==> src/rtl/spike_tx_arbiter.sv <==
// spike_tx_arbiter: shares one spike output channel among N_REQ requesters.
// A grant starts a pulse of the latched width, then a refractory gap of the
// latched length. Every output is a register.
// Optional feature macro: SPIKE_ARB_RR_EN selects round-robin arbitration;
// when it is undefined, arbitration is fixed priority (lowest index wins).
module spike_tx_arbiter #(
   parameter int N_REQ = 4,
   parameter int CNT_W = 8,
   parameter int ID_W  = 2
) (
   input  logic             clk,
   input  logic             rst,
   input  logic             enable,
   input  logic [N_REQ-1:0] req,
   input  logic [CNT_W-1:0] pulse_width,
   input  logic [CNT_W-1:0] pulse_gap,
   output logic [N_REQ-1:0] grant,
   output logic             pulse_out,
   output logic [ID_W-1:0]  pulse_id,
   output logic             busy
);

   typedef enum logic [1:0] {
      IDLE  = 2'd0,
      PULSE = 2'd1,
      GAP   = 2'd2
   } state_t;

   state_t           state_reg;
   logic [CNT_W-1:0] cnt_reg;
   logic [CNT_W-1:0] gap_reg;
   logic [N_REQ-1:0] grant_reg;
   logic             pulse_out_reg;
   logic [ID_W-1:0]  pulse_id_reg;
   logic             busy_reg;

   logic             win_valid;
   logic [ID_W-1:0]  win_id;
   logic [N_REQ-1:0] win_onehot;
   logic             do_grant;

   // A new winner is only taken from IDLE while enabled.
   assign do_grant = (state_reg == IDLE) && enable && win_valid;

   // One-hot decode of the winning index for the grant strobe.
   generate
      for (genvar gi = 0; gi < N_REQ; gi++) begin : g_onehot
         assign win_onehot[gi] = (win_id == ID_W'(gi));
      end
   endgenerate

`ifdef SPIKE_ARB_RR_EN
   logic [ID_W-1:0] ptr_reg;
   logic [ID_W:0]   rr_idx;

   // Round-robin search: walk from the pointer upward (wrapping); the loop runs
   // from the farthest offset down so the nearest set request is assigned last.
   always_comb begin
      win_valid = 1'b0;
      win_id    = '0;
      rr_idx    = '0;
      for (int i = N_REQ - 1; i >= 0; i--) begin
         rr_idx = {1'b0, ptr_reg} + (ID_W + 1)'(i);
         if (rr_idx >= (ID_W + 1)'(N_REQ)) begin
            rr_idx = rr_idx - (ID_W + 1)'(N_REQ);
         end
         if (req[rr_idx[ID_W-1:0]]) begin
            win_valid = 1'b1;
            win_id    = rr_idx[ID_W-1:0];
         end
      end
   end

   // Pointer moves to one past the winner after every grant.
   always_ff @(posedge clk) begin
      if (rst) begin
         ptr_reg <= '0;
      end else if (do_grant) begin
         if (win_id == ID_W'(N_REQ - 1)) begin
            ptr_reg <= '0;
         end else begin
            ptr_reg <= win_id + 1'b1;
         end
      end
   end
`else
   // Fixed priority: the lowest-index set request wins.
   always_comb begin
      win_valid = 1'b0;
      win_id    = '0;
      for (int i = N_REQ - 1; i >= 0; i--) begin
         if (req[i]) begin
            win_valid = 1'b1;
            win_id    = ID_W'(i);
         end
      end
   end
`endif

   // Main FSM: counters hold remaining cycles minus one, so the count of 0 marks
   // the last cycle of a phase. Width and gap are latched at grant time.
   always_ff @(posedge clk) begin
      if (rst) begin
         state_reg     <= IDLE;
         cnt_reg       <= '0;
         gap_reg       <= '0;
         grant_reg     <= '0;
         pulse_out_reg <= 1'b0;
         pulse_id_reg  <= '0;
         busy_reg      <= 1'b0;
      end else begin
         grant_reg <= '0;
         case (state_reg)
            IDLE: begin
               if (do_grant) begin
                  state_reg     <= PULSE;
                  grant_reg     <= win_onehot;
                  pulse_out_reg <= 1'b1;
                  pulse_id_reg  <= win_id;
                  busy_reg      <= 1'b1;
                  gap_reg       <= pulse_gap;
                  // A zero width still produces a single-cycle pulse.
                  if (pulse_width == '0) begin
                     cnt_reg <= '0;
                  end else begin
                     cnt_reg <= pulse_width - 1'b1;
                  end
               end
            end
            PULSE: begin
               if (cnt_reg == '0) begin
                  pulse_out_reg <= 1'b0;
                  if (gap_reg != '0) begin
                     state_reg <= GAP;
                     cnt_reg   <= gap_reg - 1'b1;
                  end else begin
                     state_reg <= IDLE;
                     busy_reg  <= 1'b0;
                  end
               end else begin
                  cnt_reg <= cnt_reg - 1'b1;
               end
            end
            GAP: begin
               if (cnt_reg == '0) begin
                  state_reg <= IDLE;
                  busy_reg  <= 1'b0;
               end else begin
                  cnt_reg <= cnt_reg - 1'b1;
               end
            end
            default: begin
               state_reg     <= IDLE;
               pulse_out_reg <= 1'b0;
               busy_reg      <= 1'b0;
            end
         endcase
      end
   end

   assign grant     = grant_reg;
   assign pulse_out = pulse_out_reg;
   assign pulse_id  = pulse_id_reg;
   assign busy      = busy_reg;

endmodule

==> config.mk <==
export PLATFORM = sky130hd
export DESIGN_NAME = spike_tx_arbiter
export DESIGN_NICKNAME = d
export VERILOG_FILES = /design/src/rtl/spike_tx_arbiter.sv
export SDC_FILE = /design/constraint.sdc
export NUM_CORES = 1
export LEC_CHECK = 0
export CAP_MARGIN = 5
export CORE_UTILIZATION = 40
export CTS_CLUSTER_SIZE = 25
export DETAILED_ROUTE_END_ITERATION = 12
export SETUP_SLACK_MARGIN = 0.5
export SYNTH_ARGS = -nofsm -noshare
export SYNTH_HDL_FRONTEND = slang
export SYNTH_SLANG_ARGS = --single-unit
==> constraint.sdc <==
create_clock -name clk -period 4.8 [get_ports clk]
set_input_delay 0.72 -clock clk [delete_from_list [all_inputs] [get_ports clk]]
set_output_delay 0.72 -clock clk [all_outputs]
set_load 0.02 [all_outputs]
==> results_dict.tcl, run 1 <==
set metrics [dict create \
    seq_area_frac_synth 0.3081 \
    holdPathStages 2 \
    drv_slew 0 \
    synth_largest_area_cell "dfxtp_1" \
    synthFlopType "dfxtp_1" \
    cts_setup_buffers 0 \
    finalHoldViolCount 0 \
    ys_types 47 \
    path_delay_family "compound AO/OA/AOI/OAI gates" \
    clk_pin_slew_ns 0.09 \
    drtPass1Iterations 4 \
    status "completed" \
    synth_edf_count 0 \
    n_antenna_cell 0 \
    syn2layout_area_growth_pct 21.70 \
    ys_ff_latch 26 \
    power.leakage_uw 0.0007823 \
    path_buf_inv 1 \
    max_freq_mhz 358.9 \
    post-place-ws_ns 1.752 \
    synth_top_area_share 0.3081 \
    crit_cells 6 \
    crit_path_start_kind "input pin" \
    vias 1525 \
    syn_area_um2 1689 \
    cts_num_sinks 26 \
    fin_crit_sh 0.5805 \
    grtUsageMet3 0.04110 \
    die_height_um 66.99 \
    antenna_found_initial 0 \
    cts-buffers-inserted 3 \
    met1_usage 0.2349 \
    setup_slack_ns 2.013 \
    relSlewSlack 0.2654 \
    worst_setup_path_end_kind "flop" \
    wl_um 3922 \
    cts_resized 0 \
    multiInputGateArea_um2 1086 \
    syn_avg_cell_area_um2 8.362 \
    grt_busiest_layer "met2" \
    synthArstFlopShare 0 \
    synthTopCellsByCount "dfxtp_1, nand2_1, a21oi_1, nor2_1, inv_1" \
    clock_latency_ns 0.27 \
    fin_cells 279 \
    cts.hold.buffers_added 0 \
    tns_ns 0 \
    drive_above_1_share 0.1004 \
    htree_levels 1 \
    fin_worst_skew_ns 0.004146 \
    portBuffers 30 \
    grt_overflow 0 \
    grt_pass1_wl_um 6375 \
    ant_nets 0 \
    drc_errors 0 \
    cts.path.max_buffers 2 \
    seqCellArea_um2 520.5 \
    grtUsageMet2 0.3371 \
    syn_inst 202 \
    fin_nets 263 \
    cp_max_fo 16 \
    tritoncts "done" \
    place_inst 276 \
    die_area_um2 4487 \
    arrival_ns 2.94 \
    design.core.area_um2 4029 \
    dpl.hpwl_um 3020 \
    rsz0062_at_grt "no" \
    synth.area.top_cells "dfxtp_1, ha_1, a21oi_1" \
    cpMaxStageDelayCell "a221oi_4" \
    setup_viol 0 \
    grt_pass1_vias 1412 \
    worst-endpoint-required_ns 4.96 \
    cp_common_cell "nor2_1" \
    rr_worst_depth 7 \
    drtIter0Drc 100 \
    powerDensity_nw_per_um2 571.6 \
    wire_per_inst_um 14.06 \
    initial_core_util 0.4193 \
    die_x_um 66.99 \
    drv_cap 0 \
    rows 23 \
    avgViaCountPerCell 5.466 \
    track_usage 0.1901 \
    worst-setup-path-type "input pin to flop" \
    timing.final.crit_period_ns 2.787 \
    hp-class "flop to flop" \
    synth_fp_nets 234 \
    ioPinCount 31 \
    slowest_delay_ns 0.83 \
    path_cells "clkdlybuf4s50_1 -> nor2_1 -> a21o_1 -> a221oi_4 -> nor2_1 -> a311oi_1" \
    yosysWarningCount 0 \
    fillers 392 \
    worst_pin_slew_ns 1.099 \
    gp_congestion 0.8259 \
    grt_max_degree 25 \
    cts-root-buf "clkbuf_8" \
    vdd_drop_max_v 0.0003365 \
    yosysMostFrequentCell "dfxtp_1" \
]
cells in the final DEF (no fill, tap or decap), types with 2 or more instances in the layout:
cell type        netlist  routed
a211oi_2               5       5
a21oi_1               19      19
a311oi_1               2       2
clkbuf_8               0       3
clkdlybuf4s50_1        0      30
dfxtp_1               26      26
ha_1                   9       9
inv_1                 12      12
mux2i_1                3       3
nand2_1               24      24
nand3_1                6       6
nor2_1                19      19
nor2_2                 5       5
nor3_1                 7       7
nor3_2                 2       2
nor3b_1                2       2
nor4_1                 2       2
nor4_2                 2       2
o211ai_1               2       2
o21a_1                 4       4
o31ai_1                2       2
o32ai_1                2       2
or3_1                  3       3
or4_4                  2       2
xnor2_1                7       7
xor2_1                 8       8
power by group:
group	total, µW	switching, µW	leakage [µW]	internal, µW
registers	353	76.7	0.000214	276
clock network	125	68.3	0.0000216	56.3
logic	697	396	0.000547	301
area by class of cell:
type                    instances  area share
multi-input cells             158      0.5283
repair buffers                 30      0.1461
inverters                      12     0.02191
well taps                      50     0.03043
flip-flops and latches         26      0.2532
clock buffers                   3     0.02009
worst reg2reg max path: stages, from the launching register on:
cell,delay (ns)
dfxtp_1,0.35
inv_1,0.11
ha_1,0.36
nand2_2,0.15
a21o_1,0.35
a221oi_4,0.84
nor2_1,0.12
a311oi_1,0.30
stage by stage:
step / utilization / hold slack (ns) / cell area [µm²] / total power, µW
final: 0.5102 / 0.4924 / 2056 / 1175
after global routing: 0.5102 / 0.5140 / 2056 / 1271
after CTS: 0.5102 / 0.4932 / 2056 / 1178
after detailed placement: 0.5000 / 0.4761 / 2014 / 1051
after global placement: 0.5000 / 0.4780 / 2014 / 1031
after floorplan: - / 0.4607 / 1689 / 901.6
cells by family after synthesis:
logic type	count (synthesis)	share of synthesized area
AOI/OAI and AO/OA	47	0.2141
xor gates and xnor gates	15	0.07778
adders and majority gates	9	0.06667
buffers and inverters	18	0.04888
DFF	26	0.3081
muxes	3	0.01778
and+or+nand+nor	84	0.2667
routing by layer:
metal	part of all wire	vias up
li1	-	778
met1	0.47	720
met2	0.49	25
met3	0.030	2
met4	0.0046	0
met5	0	-
final timing paths:
kind                                  start                 endpoint  slack [ns]
hold / removal      gap_reg[7]$_SDFFE_PP0N_  gap_reg[7]$_SDFFE_PP0N_        0.49
setup / recovery                     req[0]  cnt_reg[5]$_SDFFE_PP0P_        2.01
hold reg to reg     gap_reg[7]$_SDFFE_PP0N_  gap_reg[7]$_SDFFE_PP0N_        0.49
setup reg to reg  state_reg[1]$_SDFFE_PP0P_  cnt_reg[5]$_SDFFE_PP0P_        2.11
Power figures use the tool's default switching activity.
==> run 2, diff against run 1 <==
- PLACE_DENSITY: unset -> 0.66
- clock period: 4.8 -> 2.4 ns (I/O delays scaled with it)
==> results_dict.tcl, run 2 (synthesized netlist as in run 1, its figures left out) <==
set metrics [dict create \
    fin_util 0.5606 \
    drtPass1Iterations 4 \
    wl_um 4025 \
    clk_pin_slew_ns 0.09 \
    seqPwrFrac 0.272 \
    final_cell_mix "clkdlybuf4s50_1, nand2_1, dfxtp_1, nor2_1, a21oi_1" \
    grt_pass1_vias 1385 \
    fin_crit_sh 0.7777 \
    cts.path.max_buffers 2 \
    htree_levels 1 \
    fillers 386 \
    clock_latency_ns 0.28 \
    worst-setup-path-type "flop to flop" \
    cts_num_sinks 26 \
    internal_power_uw 1526 \
    tns_ns 0 \
    place_inst 282 \
    fin_cells 291 \
    wire_per_inst_um 13.83 \
    slowest_delay_ns 0.42 \
    cts-root-buf "clkbuf_8" \
    max_freq_mhz 535.8 \
    ant_nets 0 \
    fin_hold_ws_ns 0.4915 \
    design.core.area_um2 4029 \
    powerDensity_nw_per_um2 1198 \
    gp_congestion 0.8307 \
    worst-endpoint-required_ns 2.61 \
    grt_pass1_wl_um 6327 \
    worst_setup_path_end_kind "flop" \
    finalHoldViolCount 0 \
    cts.hold.buffers_added 0 \
    setup_viol 0 \
    worst_pin_slew_ns 0.5374 \
    dpl.hpwl_um 2994 \
    clkPwrFrac 0.109 \
    die_x_um 66.99 \
    ioPinCount 31 \
    hp-class "flop to flop" \
    die_height_um 66.99 \
    timing.final.crit_period_ns 1.866 \
    cp_max_fo 4 \
    status "completed" \
    syn2layout_area_growth_pct 33.70 \
    crit_path_start_kind "flop" \
    relSlewSlack 0.6406 \
    antenna_found_initial 0 \
    rsz0062_at_grt "no" \
    die_area_um2 4487 \
    fin_nets 274 \
    fin_worst_skew_ns 0.002455 \
    path_delay_family "simple AND/OR/NAND/NOR gates" \
    portBuffers 30 \
    final_common_cell "clkdlybuf4s50_1" \
    arrival_ns 2.07 \
    grt_max_degree 16 \
    p_sw_frac 0.4361 \
    rows 23 \
    track_usage 0.1877 \
    cts-buffers-inserted 3 \
    switchingPower_uw 1180 \
    vias 1565 \
    drv_cap 0 \
    n_antenna_cell 0 \
    pwr-share-comb 0.618 \
    power.leakage_uw 0.0008661 \
    cpMaxStageDelayCell "or3b_4" \
    drv_slew 0 \
    drive_above_1_share 0.2531 \
    grt_overflow 0 \
    finalPower_uw 2706 \
    path_cells "inv_2 -> ha_2 -> or3b_4 -> nor3_1 -> xor2_1 -> o311ai_2 -> a211oi_2" \
    path_buf_inv 1 \
    drc_errors 0 \
    vdd_drop_max_v 0.0006292 \
    initial_core_util 0.4193 \
    tritoncts "done" \
    drtIter0Drc 94 \
    avgViaCountPerCell 5.378 \
]
run 2: cell count changes in the layout (fill, tap and decap cells not counted), sizes merged:
cell,change
buf,+11
clkbuf,+1
clkdlybuf4s50,-1
dlymetal6s2s,+1
run 2: worst paths after layout:
kind	start	end	slack, ns	depth (start not counted)
setup / recovery	cnt_reg[1]$_SDFFE_PP0P_	cnt_reg[6]$_SDFFE_PP0P_	0.53	7
hold / removal	gap_reg[7]$_SDFFE_PP0N_	gap_reg[7]$_SDFFE_PP0N_	0.49	2
setup reg to reg	cnt_reg[1]$_SDFFE_PP0P_	cnt_reg[6]$_SDFFE_PP0P_	0.53	7
hold reg to reg	gap_reg[7]$_SDFFE_PP0N_	gap_reg[7]$_SDFFE_PP0N_	0.49	2
run 2: worst reg2reg max path, delay by kind of cell, from the launching register on:
family,cells,cell delay [ns]
compound gates,2,0.33
xor+xnor,1,0.22
fa+ha+maj,1,0.18
buf+inv,1,0.05
flops,1,0.36
simple gates,2,0.65
run 2: metrics by stage:
| stage | cell area, µm² | worst slack, ns |
|---|---|---|
| finish | 2258 | 0.5336 |
| detailed placement | 2059 | 0.1753 |
| CTS | 2132 | 0.4792 |
| global route | 2258 | 0.4886 |
| global placement | 2059 | 0.2397 |
| floorplan | 1689 | 0.5183 |
run 2: layout make-up:
type / count / area, µm² / area share
multi-input cells: 158 / 1170 / 0.5180
clock buffers: 4 / 55.05 / 0.02438
flip-flops and latches: 26 / 533.0 / 0.2360
well taps: 50 / 62.56 / 0.02770
repair buffers: 41 / 392.9 / 0.1740
inverters: 12 / 45.04 / 0.01994
run 2: per-layer routing:
metal,track usage,up-vias,share of wire
met5,0,-,0
met4,0.04787,0,0.012
met3,0.03253,7,0.044
met2,0.2929,35,0.46
met1,0.2625,725,0.48
li1,-,798,-
run 2: what timing repair did:
action,4_1_cts,5_1_grt
setup endpoints to repair,9,12
endpoints found under the hold margin,0,0
pin swaps,1,7
setup buffers,1,4
gates resized for setup,3,32
run 2: power groups by stage:
| stage | Sequential (µW) | Clock (µW) | Combinational, µW |
|---|---|---|---|
| after global routing | 753 | 320 | 1820 |
| after CTS | 708 | 305 | 1460 |
| final | 737 | 295 | 1670 |
| after floorplan | 698 | 0 | 1110 |
| after global placement | 719 | 0 | 1400 |
| after detailed placement | 717 | 0 | 1410 |
==> run 3, diff against run 2 <==
- clock period: 2.4 -> 1.52 ns (I/O delays scaled with it)
==> results_dict.tcl, run 3 (synthesized netlist as in run 1, its figures left out) <==
set metrics [dict create \
    syn2layout_area_growth_pct 93.70 \
    drv_slew 0 \
    cts.hold.buffers_added 0 \
    grt_pass1_wl_um 8383 \
    setup_viol 21 \
    wire_per_inst_um 18.50 \
    clkPwrFrac 0.089 \
    tritoncts "done" \
    drtIter0Drc 108 \
    cts-root-buf "clkbuf_8" \
    slowest_delay_ns 0.43 \
    initial_core_util 0.4193 \
    clk_pin_slew_ns 0.11 \
    final_cell_mix "buf_4, clkdlybuf4s50_1, buf_6, nor2_1, dfxtp_1" \
    path_cells "inv_2 -> ha_4 -> or3b_4 -> nor2_4 -> a221oi_4 -> buf_6 -> buf_6 -> o21a_1 -> a211oi_2" \
    drtPass1Iterations 4 \
    antenna_found_initial 0 \
    vdd_drop_max_v 0.001274 \
    n_antenna_cell 0 \
    ioPinCount 31 \
    cts-buffers-inserted 3 \
    fin_hold_ws_ns 0.4968 \
    drv_cap 0 \
    arrival_ns 2.08 \
    worst-setup-path-type "flop to flop" \
    status "finished, violations left" \
    power.leakage_uw 0.001367 \
    pwr-share-comb 0.753 \
    fin_util 0.8121 \
    rsz0062_at_grt "yes" \
    gp_congestion 0.8256 \
    worst_setup_path_end_kind "flop" \
    cp_max_fo 6 \
    tns_ns -3.399 \
    timing.final.crit_period_ns 1.888 \
    setup_slack_ns -0.3685 \
    switchingPower_uw 2958 \
    dpl.hpwl_um 3580 \
    die_x_um 66.99 \
    grt_pass1_vias 1820 \
    grt_max_degree 16 \
    p_sw_frac 0.4318 \
    worst-endpoint-required_ns 1.71 \
    portBuffers 30 \
    wl_um 6679 \
    internal_power_uw 3891 \
    finalHoldViolCount 0 \
    place_inst 336 \
    htree_levels 1 \
    fin_worst_skew_ns 0.01059 \
    avgViaCountPerCell 5.474 \
    ant_nets 0 \
    vias 1976 \
    failed_checks "setup timing" \
    clock_latency_ns 0.28 \
    cts.path.max_buffers 2 \
    fin_nets 344 \
    drive_above_1_share 0.6174 \
    cp_common_cell "buf_6" \
    worst_pin_slew_ns 0.4917 \
    drc_errors 0 \
    powerDensity_nw_per_um2 2093 \
    cts_num_sinks 26 \
    track_usage 0.2470 \
    seqPwrFrac 0.158 \
    fin_cells 361 \
    fin_crit_sh 1.242 \
    design.core.area_um2 4029 \
    rows 23 \
    die_height_um 66.99 \
    relSlewSlack 0.6722 \
    max_freq_mhz 529.5 \
    crit_path_start_kind "flop" \
    hp-class "flop to flop" \
    cpMaxStageDelayCell "or3b_4" \
    die_area_um2 4487 \
    finalPower_uw 6849 \
    final_common_cell "buf_4" \
    grt_overflow 0 \
]
run 3: changes by cell type in the layout (fill, tap and decap cells not counted), sizes merged:
| cell | delta |
|---|---|
| dlygate4sd2 | +1 |
| buf | +78 |
| clkbuf | -1 |
| dlymetal6s2s | -1 |
| bufinv | +1 |
| clkdlybuf4s50 | -8 |
run 3: repair_timing:
| item | 4_1_cts | 5_1_grt |
|---|---|---|
| endpoints found under the setup margin | 34 | 31 |
| cloned | 1 | 0 |
| pin swaps | 21 | 36 |
| gates resized for setup | 91 | 64 |
| setup buffers | 12 | 8 |
run 3: stage by stage:
step	worst slack, ns	area [µm²]
2_1_floorplan	-0.2520	1805
3_3_place_gp	-0.4927	2561
3_5_place_dp	-0.5031	2561
4_1_cts	-0.3086	2932
5_1_grt	-0.4310	3272
6_report	-0.3685	3272
run 3: cell type report:
cell class	count	area [µm²]
Sequential cell	26	540.5
Clock buffer	3	41.29
Clock inverter	1	30.03
Timing Repair Buffer	111	992.2
Multi-Input combinational cell	158	1553
Tap cell	50	62.56
Fill cell	232	757.0
Inverter	12	52.55
run 3: power by group through the flow:
stage | registers, µW | clock network, µW | logic [µW]
finish | 1080 | 607 | 5160
CTS | 1050 | 589 | 4110
floorplan | 1150 | 0 | 2020
global route | 1100 | 628 | 5420
detailed placement | 1030 | 0 | 3310
global placement | 1020 | 0 | 3270
run 3: final timing paths:
kind / start / end / slack, ns / cells past startpoint
worst min register to register: pulse_id[1]$_SDFFE_PP0N_ / pulse_id[1]$_SDFFE_PP0N_ / 0.50 / 2
worst min-delay path: pulse_id[1]$_SDFFE_PP0N_ / pulse_id[1]$_SDFFE_PP0N_ / 0.50 / 2
worst max-delay path: cnt_reg[1]$_SDFFE_PP0P_ / cnt_reg[6]$_SDFFE_PP0P_ / -0.37 / 9
worst max register to register: cnt_reg[1]$_SDFFE_PP0P_ / cnt_reg[6]$_SDFFE_PP0P_ / -0.37 / 9
run 3: layer usage:
metal / up-vias / routed length (µm) / GRT usage
met1: 949 / 2910 / 0.3098
met3: 19 / 303 / 0.02740
met2: 68 / 3280 / 0.4343
met5: - / 0 / 0
met4: 0 / 185 / 0.07713
li1: 940 / - / -
run 3: critical path, delay by kind of cell, from the launching register on:
family | cells | cell delay (ns)
fa+ha+maj | 1 | 0.14
flops | 1 | 0.34
simple gates | 2 | 0.58
compound gates | 3 | 0.40
buf+inv | 3 | 0.33
